### src/rtl/legv8_pkg.sv
// Shared LEGv8 encoding constants: op kinds, opcode fields, immediate limits
// and the FSM state type used by the instruction encoder.
package legv8_pkg;

    typedef enum logic [3:0] {
        OP_ADD  = 4'd0,
        OP_SUB  = 4'd1,
        OP_AND  = 4'd2,
        OP_ORR  = 4'd3,
        OP_ADDI = 4'd4,
        OP_LDUR = 4'd5,
        OP_STUR = 4'd6,
        OP_CBZ  = 4'd7,
        OP_CBNZ = 4'd8
    } op_e;

    typedef enum logic [1:0] {
        ST_IDLE,
        ST_RUN,
        ST_DRAIN,
        ST_FULL
    } state_e;

    localparam logic [10:0] OPC_ADD  = 11'b10001011000;
    localparam logic [10:0] OPC_SUB  = 11'b11001011000;
    localparam logic [10:0] OPC_AND  = 11'b10001010000;
    localparam logic [10:0] OPC_ORR  = 11'b10101010000;
    localparam logic [9:0]  OPC_ADDI = 10'b1001000100;
    localparam logic [10:0] OPC_LDUR = 11'b11111000010;
    localparam logic [10:0] OPC_STUR = 11'b11111000000;
    localparam logic [7:0]  OPC_CBZ  = 8'b10110100;
    localparam logic [7:0]  OPC_CBNZ = 8'b10110101;

    // Immediates are carried as 19-bit two's complement on the descriptor bus.
    localparam logic signed [18:0] ADDI_IMM_MIN = 19'sd0;
    localparam logic signed [18:0] ADDI_IMM_MAX = 19'sd4095;
    localparam logic signed [18:0] DT_IMM_MIN   = -19'sd256;
    localparam logic signed [18:0] DT_IMM_MAX   = 19'sd255;

    function automatic logic imm_in_range(input logic signed [18:0] value,
                                          input logic signed [18:0] lo,
                                          input logic signed [18:0] hi);
        return (value >= lo) && (value <= hi);
    endfunction

endpackage

### src/rtl/instr_pack.sv
// Combinational LEGv8 packer: turns an op descriptor into a 32-bit word and
// flags whether the op kind and immediate are encodable.
module instr_pack
    import legv8_pkg::*;
(
    input  logic [3:0]  op,
    input  logic [4:0]  rd,
    input  logic [4:0]  rn,
    input  logic [4:0]  rm,
    input  logic [18:0] imm,
    output logic [31:0] word,
    output logic        legal
);

    logic signed [18:0] simm;

    assign simm = $signed(imm);

    // For LDUR/STUR/CBZ/CBNZ the rd field carries Rt.
    always_comb begin
        word  = '0;
        legal = 1'b0;
        case (op)
            OP_ADD: begin
                word  = {OPC_ADD, rm, 6'b000000, rn, rd};
                legal = 1'b1;
            end
            OP_SUB: begin
                word  = {OPC_SUB, rm, 6'b000000, rn, rd};
                legal = 1'b1;
            end
            OP_AND: begin
                word  = {OPC_AND, rm, 6'b000000, rn, rd};
                legal = 1'b1;
            end
            OP_ORR: begin
                word  = {OPC_ORR, rm, 6'b000000, rn, rd};
                legal = 1'b1;
            end
            OP_ADDI: begin
                word  = {OPC_ADDI, imm[11:0], rn, rd};
                legal = imm_in_range(simm, ADDI_IMM_MIN, ADDI_IMM_MAX);
            end
            OP_LDUR: begin
                word  = {OPC_LDUR, imm[8:0], 2'b00, rn, rd};
                legal = imm_in_range(simm, DT_IMM_MIN, DT_IMM_MAX);
            end
            OP_STUR: begin
                word  = {OPC_STUR, imm[8:0], 2'b00, rn, rd};
                legal = imm_in_range(simm, DT_IMM_MIN, DT_IMM_MAX);
            end
            OP_CBZ: begin
                word  = {OPC_CBZ, imm, rd};
                legal = 1'b1;
            end
            OP_CBNZ: begin
                word  = {OPC_CBNZ, imm, rd};
                legal = 1'b1;
            end
            default: begin
                word  = '0;
                legal = 1'b0;
            end
        endcase
    end

endmodule

### src/rtl/instr_encoder.sv
// Session-based instruction encoder: accepts op descriptors, packs them into
// LEGv8 words and streams them to instruction memory at consecutive addresses.
module instr_encoder
    import legv8_pkg::*;
#(
    parameter int IMEM_WORDS = 64
) (
    input  logic                        clk,
    input  logic                        reset,
    input  logic                        start,
    input  logic                        stop,
    input  logic                        in_valid,
    output logic                        in_ready,
    input  logic [3:0]                  in_op,
    input  logic [4:0]                  in_rd,
    input  logic [4:0]                  in_rn,
    input  logic [4:0]                  in_rm,
    input  logic [18:0]                 in_imm,
    output logic                        wr_valid,
    input  logic                        wr_ready,
    output logic [63:0]                 wr_addr,
    output logic [31:0]                 wr_data,
    output logic                        busy,
    output logic                        full,
    output logic                        err,
    output logic [$clog2(IMEM_WORDS):0] count
);

    localparam int CW = $clog2(IMEM_WORDS) + 1;

    state_e        state;
    state_e        state_next;
    logic          session_open;
    logic [31:0]   pack_word;
    logic          pack_legal;
    logic          wr_fire;
    logic          accept;
    logic [CW:0]   occupancy;
    logic [CW-1:0] count_inc;

    instr_pack u_pack (
        .op    (in_op),
        .rd    (in_rd),
        .rn    (in_rn),
        .rm    (in_rm),
        .imm   (in_imm),
        .word  (pack_word),
        .legal (pack_legal)
    );

    assign wr_fire   = wr_valid && wr_ready;
    assign accept    = in_valid && in_ready;
    assign count_inc = count + CW'(1);

    // A word still sitting in the output register already claims a memory slot.
    assign occupancy = {1'b0, count} + {{CW{1'b0}}, wr_valid};
    assign in_ready  = (state == ST_RUN) && (!wr_valid || wr_ready)
                       && (occupancy < (CW + 1)'(IMEM_WORDS));

    // The write address is simply the session word count scaled to bytes.
    assign wr_addr = {{(62 - CW){1'b0}}, count, 2'b00};
    assign busy    = (state == ST_RUN) || (state == ST_DRAIN);
    assign full    = (count == CW'(IMEM_WORDS));

    always_ff @(posedge clk) begin
        if (reset) begin
            state <= ST_IDLE;
        end else begin
            state <= state_next;
        end
    end

    // stop outranks start; an accepted descriptor in the stop cycle drains later.
    always_comb begin
        state_next   = state;
        session_open = 1'b0;
        case (state)
            ST_IDLE: begin
                if (start && !stop) begin
                    state_next   = ST_RUN;
                    session_open = 1'b1;
                end
            end
            ST_RUN: begin
                if (stop) begin
                    state_next = ST_DRAIN;
                end else if (wr_fire && (count_inc == CW'(IMEM_WORDS))) begin
                    state_next = ST_FULL;
                end
            end
            ST_DRAIN: begin
                if (!wr_valid || wr_ready) begin
                    state_next = ST_IDLE;
                end
            end
            ST_FULL: begin
                if (stop) begin
                    state_next = ST_IDLE;
                end else if (start) begin
                    state_next   = ST_RUN;
                    session_open = 1'b1;
                end
            end
            default: begin
                state_next = ST_IDLE;
            end
        endcase
    end

    // Output word register, session counter and sticky error flag.
    always_ff @(posedge clk) begin
        if (reset) begin
            wr_valid <= 1'b0;
            wr_data  <= '0;
            count    <= '0;
            err      <= 1'b0;
        end else if (session_open) begin
            wr_valid <= 1'b0;
            count    <= '0;
            err      <= 1'b0;
        end else begin
            if (wr_fire) begin
                count <= count_inc;
            end
            if (accept && pack_legal) begin
                wr_valid <= 1'b1;
                wr_data  <= pack_word;
            end else if (wr_fire) begin
                wr_valid <= 1'b0;
            end
            if (accept && !pack_legal) begin
                err <= 1'b1;
            end
        end
    end

endmodule

### config.mk
export PLATFORM = sky130hd
export DESIGN_NAME = instr_encoder
export DESIGN_NICKNAME = d
export VERILOG_FILES = /design/src/rtl/legv8_pkg.sv /design/src/rtl/instr_pack.sv /design/src/rtl/instr_encoder.sv
export SDC_FILE = /design/constraint.sdc
export NUM_CORES = 1
export LEC_CHECK = 0
export CAP_MARGIN = 5
export CELL_PAD_IN_SITES_DETAIL_PLACEMENT = 1
export CELL_PAD_IN_SITES_GLOBAL_PLACEMENT = 2
export CORE_MARGIN = 3
export CORE_UTILIZATION = 21
export DETAILED_ROUTE_END_ITERATION = 8
export PLACE_DENSITY = 0.86
export SYNTH_ARGS = -nofsm -noshare
export SYNTH_HDL_FRONTEND = slang
export SYNTH_SLANG_ARGS = --single-unit
### constraint.sdc
create_clock -name clk -period 1.7 [get_ports clk]
set_input_delay 0.255 -clock clk [delete_from_list [all_inputs] [get_ports clk]]
set_output_delay 0.255 -clock clk [all_outputs]
set_load 0.01 [all_outputs]
After elaboration in Yosys (flattened, before gate mapping). Index checks and enable logic that the tools add are counted.

Bits in registers: 43. Input port bits: 44. Output and inout bits: 108. Logic and storage cells: 68.

$add $sub $neg: 2. $lt $le $gt $ge: 5. Equal/unequal tests: 17. Multiplexer cells: 15. Bitwise logic cells: 1. Reduce and logical (&&, ||, !) cells: 23.

Operator list (count): $pmux W32 S9 (1); $ge A19 B1 Y1 const B (1); $ge A19 B9 Y1 const B (1); $le A19 B13 Y1 const B (1); $le A19 B9 Y1 const B (1); $eq A4 B3 Y1 const B (4); $eq A7 B7 Y1 const B (2); $mux W2 (6); $logic_and A1 B1 Y1 (10); $add A7 B1 Y8 (1); $eq A4 B2 Y1 const B (2); $lt A8 B7 Y1 const B (1); $pmux W2 S4 (1); $add A7 B1 Y7 const B (1); $reduce_or A6 Y1 (1); $mux W1 (5); $eq A2 B2 Y1 const B (2); $eq A4 B1 Y1 const B (1); $eq A4 B4 Y1 const B (1); $logic_not A4 Y1 (1); $reduce_and A4 Y1 (1); $reduce_or A2 Y1 (2); $logic_not A1 Y1 (3); $ne A3 B2 Y1 const B (1); other kinds (11) (12).

Logic depth before layout (Yosys ltp).
Depth after elaboration: 7. Depth in mapped cells: 8. Mapped depth without buffers: 7.

Hierarchy. From an unflattened synthesis, not the netlist that was laid out.

Cell total of the unflattened synthesis: 387. Area total of the unflattened synthesis: 3076.7 µm².

By module, submodules not included: instr_encoder (instances 1, cells an instance 295, area an instance 2428.6 µm², seq. area each 860.8 µm²); instr_pack (instances 1, cells an instance 92, area an instance 648.1 µm², seq. area each 0.0 µm²).

Worst setup path before layout. OpenSTA, ideal clock, no wires.

Path kind: register to register. From: reg count[1]. To: reg state[1]. Library setup time: 0.070 ns. Data arrival time: 1.807 ns. Required time: 1.630 ns. Setup slack: -0.177 ns. Stages on the path, launching flop included: 7. Path buffers: 0. Clock period less this slack: 1.877 ns. Cell sequence: dfxtp_1 > ha_1 > inv_1 > or3_1 > a2111oi_2 > nand4_1 > a21oi_1.

Cells in the longest elaborated chain, start to end: 5.

Ends and longest elaborated chain: start: declaration (line instr_encoder.sv:26) `output logic [$clog2(IMEM_WORDS):0] count`; start signal: assignment (line instr_encoder.sv:123) `count <= count_inc;`; $add A7 B1 Y7 (line instr_encoder.sv:53) `assign count_inc = count + CW'(1);`; $eq A7 B7 Y1 (line instr_encoder.sv:87) `end else if (wr_fire && (count_inc == CW'(IMEM_WORDS))) begin`; $logic_and A1 B1 Y1 (line instr_encoder.sv:87); $ne A3 B2 Y1 (no line); $reduce_and A4 Y1 (no line); end signal: assignment (line instr_encoder.sv:69) `state <= state_next;`; end: declaration (line instr_encoder.sv:31) `state_e state;`.

No other way between the ends. A chain may end at the register's enable or synchronous reset.

Worst setup path after layout.
From: reg state[1]. To: reg wr_data[13].

Cells in the longest elaborated chain, start to end: 6. Elaborated cells on any way between the ends: 10. Classes of those cells: eq/ne: 2; mux: 1; bitwise: 1; reduce/logical: 6.

Ends and longest elaborated chain: $eq A2 B1 Y1 (line instr_encoder.sv:57) `assign in_ready = (state == ST_RUN) && (!wr_valid || wr_ready)`; $logic_and A1 B1 Y1 (line instr_encoder.sv:57); $logic_and A1 B1 Y1 (line instr_encoder.sv:58) `&& (occupancy < (CW + 1)'(IMEM_WORDS));`; $logic_and A1 B1 Y1 (line instr_encoder.sv:52) `assign accept = in_valid && in_ready;`; $logic_and A1 B1 Y1 (line instr_encoder.sv:125) `if (accept && pack_legal) begin`; $reduce_and A2 Y1 (no line) (*); end signal: assignment (line instr_encoder.sv:127) `wr_data <= pack_word;`; end: declaration (line instr_encoder.sv:22) `output logic [31:0] wr_data,`.

Mark *: on every way between the ends. The rest lies on a longest branch, timed or not.

==> flow_metrics.tcl <==
set metrics [dict create \
    drt-pass1-iter-count 4 \
    pin_count 152 \
    preCtsSetupSlack_ns -0.597 \
    drtIter0Drc 178 \
    grt_max_degree 29 \
    drcViolationCount 0 \
    utilization 0.333 \
    postCtsHoldBufs 0 \
    power.density_mw_per_mm2 644 \
    p_sw_frac 0.328 \
    viasPerCell 4.34 \
    critPathKind "flip-flop to flip-flop" \
    reg2reg_depth 8 \
    synth.avg_cell_area_um2 8.44 \
    startpoint_type "flip-flop" \
    die_x_um 133 \
    p_comb_frac 0.361 \
    fmax_mhz 574 \
    syn_inst 402 \
    mostFrequentLayoutCell "clkdlybuf4s50_1" \
    cp-end-kind "flip-flop" \
    peakVddDrop_uv 395 \
    internal_power_mw 2.23 \
    min_period_over_period 1.03 \
    final_cell_mix "clkdlybuf4s50_1 (69), buf_4 (66), conb_1 (57)" \
    clkPwrFrac 0.305 \
    cts_tree "built" \
    p_total_mw 3.32 \
    synth_edf_count 0 \
    hold_end "state[1]" \
    violations "setup timing" \
    grt_pass1_vias 3493 \
    dp_hpwl_mm 9.39 \
    postRouteAntennaNets 0 \
    hold_class "primary input to flip-flop" \
    syn2layout_area_growth_pct 51.9 \
    seqPwrFrac 0.334 \
    maxCapViolations 0 \
    core_area_mm2 0.0155 \
    dieArea_mm2 0.0177 \
    n_fill_cell 1819 \
    clkTransAtPathRegs_ns 0.07 \
    num_vias 3290 \
    worstPathMaxFanout 10 \
    r2r_slack_ns -0.04 \
    ys_ff_latch 43 \
    port_buffers 94 \
    drv_slew 0 \
    reg2reg_to "wr_data[13]" \
    grt_setup_unrepaired "yes" \
    post_drt_wl_per_cell_um 16.0 \
    clk_path_buf_depth 2 \
    fin_ws_ns -0.0430 \
    hp-start "reset" \
    antenna_found_initial 0 \
    p_switching_mw 1.09 \
    hold_viol_final 0 \
    required_ns 1.89 \
    ys_types 56 \
    wl_mm 12.2 \
    finalSetupViolations 17 \
    rows 45 \
    status "finished, violations left" \
    setup-tns-final_ns -0.507 \
    initial_core_util 0.219 \
    synthFlopType "dfxtp_1" \
    layout.nets 597 \
    clk-insertion-delay-late_ns 0.30 \
    gp_congestion 0.831 \
    die_height_um 133 \
    grt_overflow 0 \
    syn_area_mm2 0.00339 \
    cp.arrival_ns 1.93 \
    holdPathStages 2 \
    period_needed_ns 1.74 \
    insertedDiodeCount 0 \
    clockRootBuffer "clkbuf_16" \
    layout-drive-gt1-share 0.243 \
    final.setup_skew_ns 0.00880 \
    async_reset_ff_frac 0 \
    numCtsBuffers 5 \
    yosysWarnings 0 \
    grt_usage 0.131 \
    clock-sinks 43 \
    htreeDepth 2 \
    grt_pass1_wl_mm 18.6 \
    synth.yosys.seq_area_share 0.254 \
    r2r-start "state[1]" \
    p_leak_nw 2.31 \
]
==> power by group through the flow <==
stage          Combinational (mW)  Clock [mW]  Sequential (mW)
2_1_floorplan               0.705           0             1.13
3_3_place_gp                 1.13           0             1.12
3_5_place_dp                 1.17           0             1.13
4_1_cts                      1.19        1.05             1.11
5_1_grt                      1.30        1.08             1.12
6_report                     1.20        1.01             1.11
==> routing by layer <==
metal | track usage | up-vias | wire length [µm]
li1 | - | 1562 | -
met1 | 0.155 | 1583 | 5040
met2 | 0.237 | 133 | 6200
met3 | 0.0329 | 12 | 756
met4 | 0.0297 | 0 | 167
met5 | 0 | - | 0
==> cells in the mapped netlist (2+ instances only) <==
cell,n,share of area
or3_1,2,0.0037
xor2_1,2,0.0052
mux2i_1,16,0.047
buf_6,2,0.0066
nand3_1,4,0.0059
nor3_1,5,0.0074
inv_1,9,0.010
o22ai_1,7,0.013
o21bai_1,2,0.0044
a22o_1,9,0.023
a21oi_1,15,0.022
maj3_1,2,0.0059
nor4_1,2,0.0037
nor2b_1,25,0.046
nand2b_1,33,0.061
clkbuf_1,12,0.013
o21ai_0,3,0.0044
o2111ai_1,2,0.0052
buf_1,3,0.0033
ha_1,7,0.026
buf_2,9,0.013
xnor2_1,6,0.015
nor2_1,21,0.023
mux2_4,14,0.062
dfxtp_1,43,0.25
nand4_1,4,0.0074
a2bb2oi_1,10,0.026
a22oi_1,10,0.022
nand2_1,25,0.028
a31oi_1,5,0.0092
a222oi_1,4,0.012
buf_4,64,0.14
mux2_1,2,0.0066
==> cell families (layout without fill, tap and decap cells) <==
family	Yosys count	count (layout)	synth area share
other	1	57	0.00111
adder cells (fa/ha/maj)	9	9	0.0317
buffers and inverters	100	189	0.189
AO/OA/AOI/OAI	77	77	0.169
AND/OR/NAND/NOR	131	131	0.214
multiplexers	32	32	0.116
XOR/XNOR	9	9	0.0255
flip-flops	43	43	0.254
==> registers in the layout, indices dropped and copies added, names as in the netlist <==
signal	cells
count	7
err	1
state	2
wr_data	32
wr_valid	1
==> critical path: stages (launching register included) <==
cell       delay, ns
dfxtp_2         0.34
inv_4           0.07
ha_4            0.13
nor2b_4         0.17
o2111ai_4       0.15
a21oi_4         0.18
nand3b_4        0.12
buf_12          0.17
mux2_4          0.30
==> how the worst max path moves through the flow <==
stage,from,to,slack [ns]
4_1_cts,state[1],wr_data[15],-0.07
5_1_grt,state[1],wr_data[25],-0.12
6_report,state[1],wr_data[13],-0.04
2_1_floorplan,count[4],wr_data[10],0.01
3_3_place_gp,in_imm[10],wr_data[25],-0.62
3_5_place_dp,in_imm[18],wr_data[9],-0.60
==> metrics by stage <==
| stage | hold slack (ns) | std cells | instance area (µm²) |
|---|---|---|---|
| after global placement | 0.444 | 743 | 4820 |
| after floorplan | 0.394 | 458 | 3670 |
| after detailed placement | 0.452 | 743 | 4820 |
| after global routing | 0.410 | 758 | 5150 |
| final | 0.389 | 758 | 5150 |
| after CTS | 0.381 | 753 | 5060 |
==> final cells by class <==
type	count	area, µm²	share of cell area
multi-input cells	315	2250	0.437
repair buffers	171	1570	0.304
flip-flops and latches	43	880	0.171
well taps	211	264	0.0512
clock buffers	5	125	0.0243
inverters	10	40.0	0.00777
clock inverters	3	25.0	0.00486
==> timing repair <==
action,CTS,global route
gates resized for setup,49,14
pin swaps,2,5
setup endpoints to repair,41,40
buffers inserted,2,5
Note: power is estimated with default switching activity, not from simulation.
